$ cat config.mk
export PLATFORM = sky130hd
export DESIGN_NAME = addand_seq
export DESIGN_NICKNAME = d
export VERILOG_FILES = /design/src/rtl/addand_seq.sv
export SDC_FILE = /design/constraint.sdc
export NUM_CORES = 1
export LEC_CHECK = 0
export ABC_CLOCK_PERIOD_IN_PS = 3200
export CORE_AREA = 4 4 81 83
export DETAILED_ROUTE_END_ITERATION = 12
export DIE_AREA = 0 0 85 87
export PLACE_DENSITY = 0.75
export SLEW_MARGIN = 40
export SYNTH_ARGS = -nofsm -noshare
export SYNTH_HDL_FRONTEND = slang
export SYNTH_SLANG_ARGS = --single-unit
export TNS_END_PERCENT = 1
$ cat constraint.sdc
create_clock -name CLK -period 3.2 [get_ports CLK]
set_input_delay 0.48 -clock CLK [delete_from_list [all_inputs] [get_ports CLK]]
set_output_delay 0.48 -clock CLK [all_outputs]
set_load 0.1 [all_outputs]
$ cat src/rtl/addand_seq.sv
// addand_seq: sequential ADD/AND/rotate unit with a link (carry) bit.
// One operation is accepted from IDLE, executed over one or two RUN cycles,
// and announced with a single-cycle DONE pulse in FIN.
// Optional feature: define ADDAND_SEQ_BSW_EN to make OP=6 swap the halves
// of A; without it OP=6 behaves exactly like PASS.
module addand_seq #(
   parameter int WIDTH = 12
) (
   input  logic             CLK,
   input  logic             RESET_N,
   input  logic             START,
   input  logic [2:0]       OP,
   input  logic [WIDTH-1:0] A,
   input  logic [WIDTH-1:0] B,
   input  logic             CI,
   output logic [WIDTH-1:0] RESULT,
   output logic             LINK,
   output logic             BUSY,
   output logic             DONE
);

   localparam logic [2:0] OP_ADD  = 3'd0;
   localparam logic [2:0] OP_AND  = 3'd1;
   localparam logic [2:0] OP_RAL  = 3'd2;
   localparam logic [2:0] OP_RAR  = 3'd3;
   localparam logic [2:0] OP_RTL  = 3'd4;
   localparam logic [2:0] OP_RTR  = 3'd5;
`ifdef ADDAND_SEQ_BSW_EN
   localparam logic [2:0] OP_BSW  = 3'd6;
`endif

   // Operand width must be even so the half swap splits cleanly.
   if (WIDTH < 4 || WIDTH > 32 || (WIDTH % 2) != 0) begin : g_bad_width
      $error("addand_seq: WIDTH must be even and in 4..32");
   end

   typedef enum logic [1:0] {
      S_IDLE = 2'd0,
      S_RUN  = 2'd1,
      S_FIN  = 2'd2
   } state_t;

   state_t             state;
   logic [1:0]         cnt_q;

   // Captured operation; a_q/l_q double as the working word between the
   // two single-position steps of RTL/RTR.
   logic [2:0]         op_q;
   logic [WIDTH-1:0]   a_q;
   logic [WIDTH-1:0]   b_q;
   logic               l_q;

   // Result of the step performed in the current RUN cycle, {link, data}.
   logic [WIDTH:0]     step_w;

   // Rotate the (WIDTH+1)-bit {link, data} word one place left.
   function automatic logic [WIDTH:0] rot_left(input logic [WIDTH:0] w);
      return {w[WIDTH-1:0], w[WIDTH]};
   endfunction

   // Rotate the (WIDTH+1)-bit {link, data} word one place right.
   function automatic logic [WIDTH:0] rot_right(input logic [WIDTH:0] w);
      return {w[0], w[WIDTH:1]};
   endfunction

   // WIDTH+1 bit sum; the top bit becomes the link.
   function automatic logic [WIDTH:0] add_word(input logic [WIDTH-1:0] a,
                                               input logic [WIDTH-1:0] b,
                                               input logic             c);
      logic [WIDTH:0] sum;
      sum = {1'b0, a} + {1'b0, b} + {{WIDTH{1'b0}}, c};
      return sum;
   endfunction

`ifdef ADDAND_SEQ_BSW_EN
   // Exchange the upper and lower WIDTH/2-bit halves.
   function automatic logic [WIDTH-1:0] swap_halves(input logic [WIDTH-1:0] a);
      return {a[WIDTH/2-1:0], a[WIDTH-1:WIDTH/2]};
   endfunction
`endif

   // Number of RUN cycles an opcode needs.
   function automatic logic [1:0] steps_for(input logic [2:0] op);
      logic [1:0] n;
      n = ((op == OP_RTL) || (op == OP_RTR)) ? 2'd2 : 2'd1;
      return n;
   endfunction

   // One execution step on the captured/working operands.
   always_comb begin
      step_w = {l_q, a_q};
      unique case (op_q)
         OP_ADD:  step_w = add_word(a_q, b_q, l_q);
         OP_AND:  step_w = {l_q, a_q & b_q};
         OP_RAL,
         OP_RTL:  step_w = rot_left({l_q, a_q});
         OP_RAR,
         OP_RTR:  step_w = rot_right({l_q, a_q});
`ifdef ADDAND_SEQ_BSW_EN
         OP_BSW:  step_w = {l_q, swap_halves(a_q)};
`endif
         default: step_w = {l_q, a_q};
      endcase
   end

   // Control FSM, step counter and the registered RESULT/LINK outputs.
   always_ff @(posedge CLK) begin
      if (!RESET_N) begin
         state  <= S_IDLE;
         cnt_q  <= 2'd0;
         RESULT <= '0;
         LINK   <= 1'b0;
      end else begin
         unique case (state)
            S_IDLE: begin
               if (START) begin
                  cnt_q <= steps_for(OP);
                  state <= S_RUN;
               end
            end
            S_RUN: begin
               cnt_q <= cnt_q - 2'd1;
               if (cnt_q == 2'd1) begin
                  RESULT <= step_w[WIDTH-1:0];
                  LINK   <= step_w[WIDTH];
                  state  <= S_FIN;
               end
            end
            S_FIN: begin
               state <= S_IDLE;
            end
            default: begin
               state <= S_IDLE;
               cnt_q <= 2'd0;
            end
         endcase
      end
   end

   // Operand capture in IDLE and working-word update between RUN steps.
   always_ff @(posedge CLK) begin
      if (state == S_IDLE && START) begin
         op_q <= OP;
         a_q  <= A;
         b_q  <= B;
         l_q  <= CI;
      end else if (state == S_RUN) begin
         a_q  <= step_w[WIDTH-1:0];
         l_q  <= step_w[WIDTH];
      end
   end

   assign BUSY = (state != S_IDLE);
   assign DONE = (state == S_FIN);

endmodule

# == Word level (Yosys, flattened, before mapping) ==
# Index checks and enable logic that the tools add are counted.
# op_classes
addsub,3
multipliers,0
div,0
magnitude_cmp,0
eq_ne,12
shifts,0
n_mux,11
bitwise_logic,2
reduce_logical,11
# ops
op,count
$pmux W13 S4,1
$mux W12,2
$add A12 B12 Y13,1
$add A13 B1 Y13,1
$and A12 B12 Y12,1
$eq A3 B3 Y1 const B,4
$mux W2,4
$eq A3 B2 Y1 const B,2
$pmux W2 S3,1
$reduce_and A2 Y1,3
$eq A2 B1 Y1 const B,2
$ne A2 B2 Y1 const B,2
$pmux W2 S2,1
$reduce_bool A2 Y1,2
$reduce_or A2 Y1,2
$eq A3 B1 Y1 const B,1
$logic_not A3 Y1,1
$eq A2 B2 Y1 const B,1
$logic_not A2 Y1,1
$mux W1,2
$sub A2 B1 Y2 const B,1
$logic_and A1 B1 Y1,1
$logic_or A1 B1 Y1,1
$not A1 Y1,1
# word_totals
ff_bits,45
latchBits,0
ramBits,0
romBits,0
inputBits,31
out_inout_bits,15
n_memories,0

# == Longest topological paths before layout ==
# depth
ltp_word,5
ltp_mapped,8

# == Worst setup path before layout ==
# No wires, ideal clock.
# synth_timing
path_type,reg2reg
from,register a_q[0]
to,"register a_q[8], data pin"
t_arrival_ns,2.355
required_time_ns,2.930
slack_ns,0.575
path_stages_with_launch,9
n_path_buf,0
cell_sequence,edfxtp_1 > fa_1 > fa_1 > a21o_1 > a31o_2 > nand4_1 > a31oi_1 > a221oi_1 > a21oi_1
# synth_between
elab_chain_cells,5
# synth_rtl
item,line_no,source
from (decl),49,logic [WIDTH-1:0] a_q;
from (signal assigned),148,a_q <= step_w[WIDTH-1:0];
$add A12 B12 Y13,71,"sum = {1'b0, a} + {1'b0, b} + {{WIDTH{1'b0}}, c};"
$add A13 B1 Y13,71,
$pmux W13 S4,92,unique case (op_q)
$mux W12,147,end else if (state == S_RUN) begin
$mux W12,142,if (state == S_IDLE && START) begin
# Every way passes these cells. The select of a mux whose other input is x is not followed.
# A chain may end at the register's enable or synchronous reset.

# == Final worst setup path ==
# layout_timing
from,register a_q[0]
to,"register a_q[10], data pin"
# Same word-level chain as after synthesis.

==> reports/metrics.csv <==
metric,value,unit
Int Power,1.17,mW
aggregate global-route resource usage,20.9,%
Leakage,1.34,nW
DR WL met3,575,um
final setup margin,0.313,ns
Max Cap Viol,0,
highest metal used,met4,
CTS root buf,clkbuf_8,
reg2reg end,a_q[10]$_DFFE_PP_,
HPWL after DPL,5.50,mm
CP Capture Type,flop,
gr ovfl total,0,
WL/cell,17.4,um
worst-skew pair later-pin latency,0.31,ns
"Hold Vio Cnt, Final",0,
post-synthesis mux area share,7.42,%
Post-DRT Antenna Nets,0,
Worst Reg-to-Reg Cells,8,
sequential share of power,41.3,%
Post-Synth Simple-Gate Area,16.2,%
dpl ws,0.341,ns
hold_buf cts,0,
TritonCTS Sinks,45,
"Cell Area, Synth",0.00283,mm2
CORE AREA,0.00585,mm2
first-pass GRT wire length,12.0,mm
Max Fclk,346,MHz
Layout Area Growth over Synthesis,19.9,%
CP Capture Point,a_q[10]$_DFFE_PP_,
via count of the routed design,2461,
die area,0.00740,mm2
unrepaired setup endpoints after global routing,false,
Post-synth top flop,edfxtp_1,
routability congestion estimate,0.962,
synth unique cells,51,
CTS-repair resized insts,0,
WP data required,3.26,ns
WL final,7.29,mm
Peak VDD IR,0.310,mV
"Slew Viols, Final",0,
total net switching power,0.688,mW
CP max stage cell,fa_1,
Hold Crit Class,flop to flop,
compound-gate portion of the synthesized area,21.9,%
antenna violations before repair,0,
slew margin rel.,55.1,%
Mapped Nets,348,
drt pass-1 iters,5,
I/O Buffers,45,
FF-to-FF Start,a_q[0]$_DFFE_PP_,
ratio of final minimum period to clock period,90.2,%
vias per std cell,5.87,
Net Sw Frac,37.1,%
setup TNS,0,ns
YS warnings,0,
Remaining DRCs,0,
Antenna diodes,0,
Worst R2R Setup Slack,0.31,ns
outcome,finished clean,
P per Cell Area,546,mW/mm2
Crit Path Class,flop to flop,
share of cells above drive strength 1,13.4,%
fin nets,390,
startpoint types,flop,
Post-Synth Adder-Cell Area,7.15,%
combinational share of power,36.7,%
clk buf depth,2,
1st-iter DRT viols,249,
die height,87,um
Synth Area per Inst,9.38,um2
post-synthesis sequential area ratio,41.7,%
largest net degree at the start of global routing,21,
clock power share,22.0,%
Arrival @ worst endpoint,2.95,ns
Tmin final,2.89,ns
slew at the pin with the worst max-slew slack,0.673,ns
Critical path origin,a_q[0]$_DFFE_PP_,
Async SR Flop Fraction,0,%
H-tree levels,2,
largest stage delay on the critical path,0.51,ns
Clock Skews,0.00650,ns
I/O pin total,46,
Post-CTS Setup Inserts,0,
XOR/XNOR Fraction of Synth Area,1.85,%
cts bufs inserted,5,
ordered list of cells on the worst path,fa_1 -> fa_1 -> a21o_1 -> a221oi_2 -> o21ai_1 -> and3b_1 -> o21ai_1 -> a21oi_1,
initial core utilization,48.4,%
Final setup violation count,0,
Met2 Wirelength,3.17,mm
"commonest cells after routing, fill and taps aside","a21oi_1 (30), clkdlybuf4s50_1 (30), nor2_1 (29)",
Post-synth EDFFs,28,
largest family of logic cells by synthesized area,compound AO/OA/AOI/OAI gates,
CP Max Fanout,5,
CTS tree,done,
WL met1,3.36,mm
site row count,28,
Synth Instances,302,
min-delay src,RESULT[11]$_SDFFE_PN0P_,
"Reg clk slew, reported paths",0.09,ns
vias in the first global route,2459,
number of synthesized register bits,45,
die width,85,um
-- sequential cells by signal, indices dropped and copies added (netlist names) --
signal	count
a_q	12
op_q	3
RESULT	12
LINK	1
l_q	1
b_q	12
state	2
cnt_q	2
-- final cells by class --
type	instances	area (um2)
Clock inverter	1	8.76
Multi-Input combinational cell	236	1550
Clock buffer	6	93.8
Timing Repair Buffer	51	453
Sequential cell	45	1180
Tap cell	75	93.8
Fill cell	506	2450
Inverter	5	18.8
-- how the worst min path moves through the flow --
stage                              end  slack [ns]  cells after the start
4_1_cts        RESULT[11]$_SDFFE_PN0P_        0.48                      2
2_1_floorplan    cnt_q[0]$_SDFFE_PN0P_        0.58                      2
3_3_place_gp   RESULT[11]$_SDFFE_PN0P_        0.46                      2
3_5_place_dp   RESULT[11]$_SDFFE_PN0P_        0.46                      2
5_1_grt         RESULT[3]$_SDFFE_PN0P_        0.51                      2
6_report       RESULT[11]$_SDFFE_PN0P_        0.48                      2
-- cell usage after synthesis (2+ instances only) --
master	count	area [um2]
a31oi_1	5	31.3
nand3_1	7	35.0
a221oi_1	6	52.6
nor2_1	30	113
a2bb2oi_1	2	17.5
mux2_2	8	90.1
o21ai_1	4	20.0
o21ai_0	25	125
xor2_1	3	26.3
a211oi_1	4	30.0
clkbuf_1	6	22.5
xnor2_1	3	26.3
nor2b_1	5	31.3
nor3b_1	4	30.0
buf_6	2	22.5
nand3b_1	3	22.5
and3_1	3	18.8
a21oi_1	30	150
fa_1	2	40.0
nand2_1	28	105
mux2i_1	12	120
nand2b_1	3	18.8
ha_1	13	163
edfxtp_1	28	841
or2_2	4	25.0
a21o_1	4	30.0
inv_1	5	18.8
o32ai_1	2	17.5
dfxtp_1	17	340
buf_2	7	35.0
o211ai_1	4	30.0
o31ai_1	2	15.0
a21boi_0	3	22.5
-- cells by family after synthesis --
group	after synthesis
buffers and inverters	21
and+or+nand+nor	96
AOI/OAI and AO/OA	99
xor gates and xnor gates	6
muxes	20
adders and majority gates	15
DFF	45
-- power groups by stage --
| stage | registers, mW | clock network [mW] | logic [mW] |
|---|---|---|---|
| after floorplan | 0.814 | 0 | 0.449 |
| after global placement | 0.776 | 0 | 0.667 |
| after detailed placement | 0.776 | 0 | 0.671 |
| after CTS | 0.765 | 0.417 | 0.677 |
| after global routing | 0.776 | 0.437 | 0.748 |
| final | 0.766 | 0.409 | 0.680 |
-- critical path: cells and delay by family, from the launching register on --
| kind | cells | cell delay (ns) |
|---|---|---|
| fa+ha+maj | 2 | 0.93 |
| simple gates | 1 | 0.20 |
| flops | 1 | 0.48 |
| compound gates | 5 | 1.05 |
-- metal layers --
metal / vias up / track usage (%)
met1: 1140 / 28.6
met3: 22 / 5.58
met4: 0 / 9.64
met5: - / 0
met2: 98 / 30.9
li1: 1201 / -
-- metrics by stage --
stage,cells,area (um2),util [%],hold WS [ns],power [mW]
after CTS,419,3400,58.1,0.478,1.86
after global placement,412,3300,56.5,0.460,1.44
final,419,3400,58.1,0.481,1.86
after floorplan,302,2830,-,0.577,1.26
after global routing,419,3400,58.1,0.507,1.96
after detailed placement,412,3300,56.3,0.458,1.45
No activity file was read; power rests on OpenSTA's default activity.
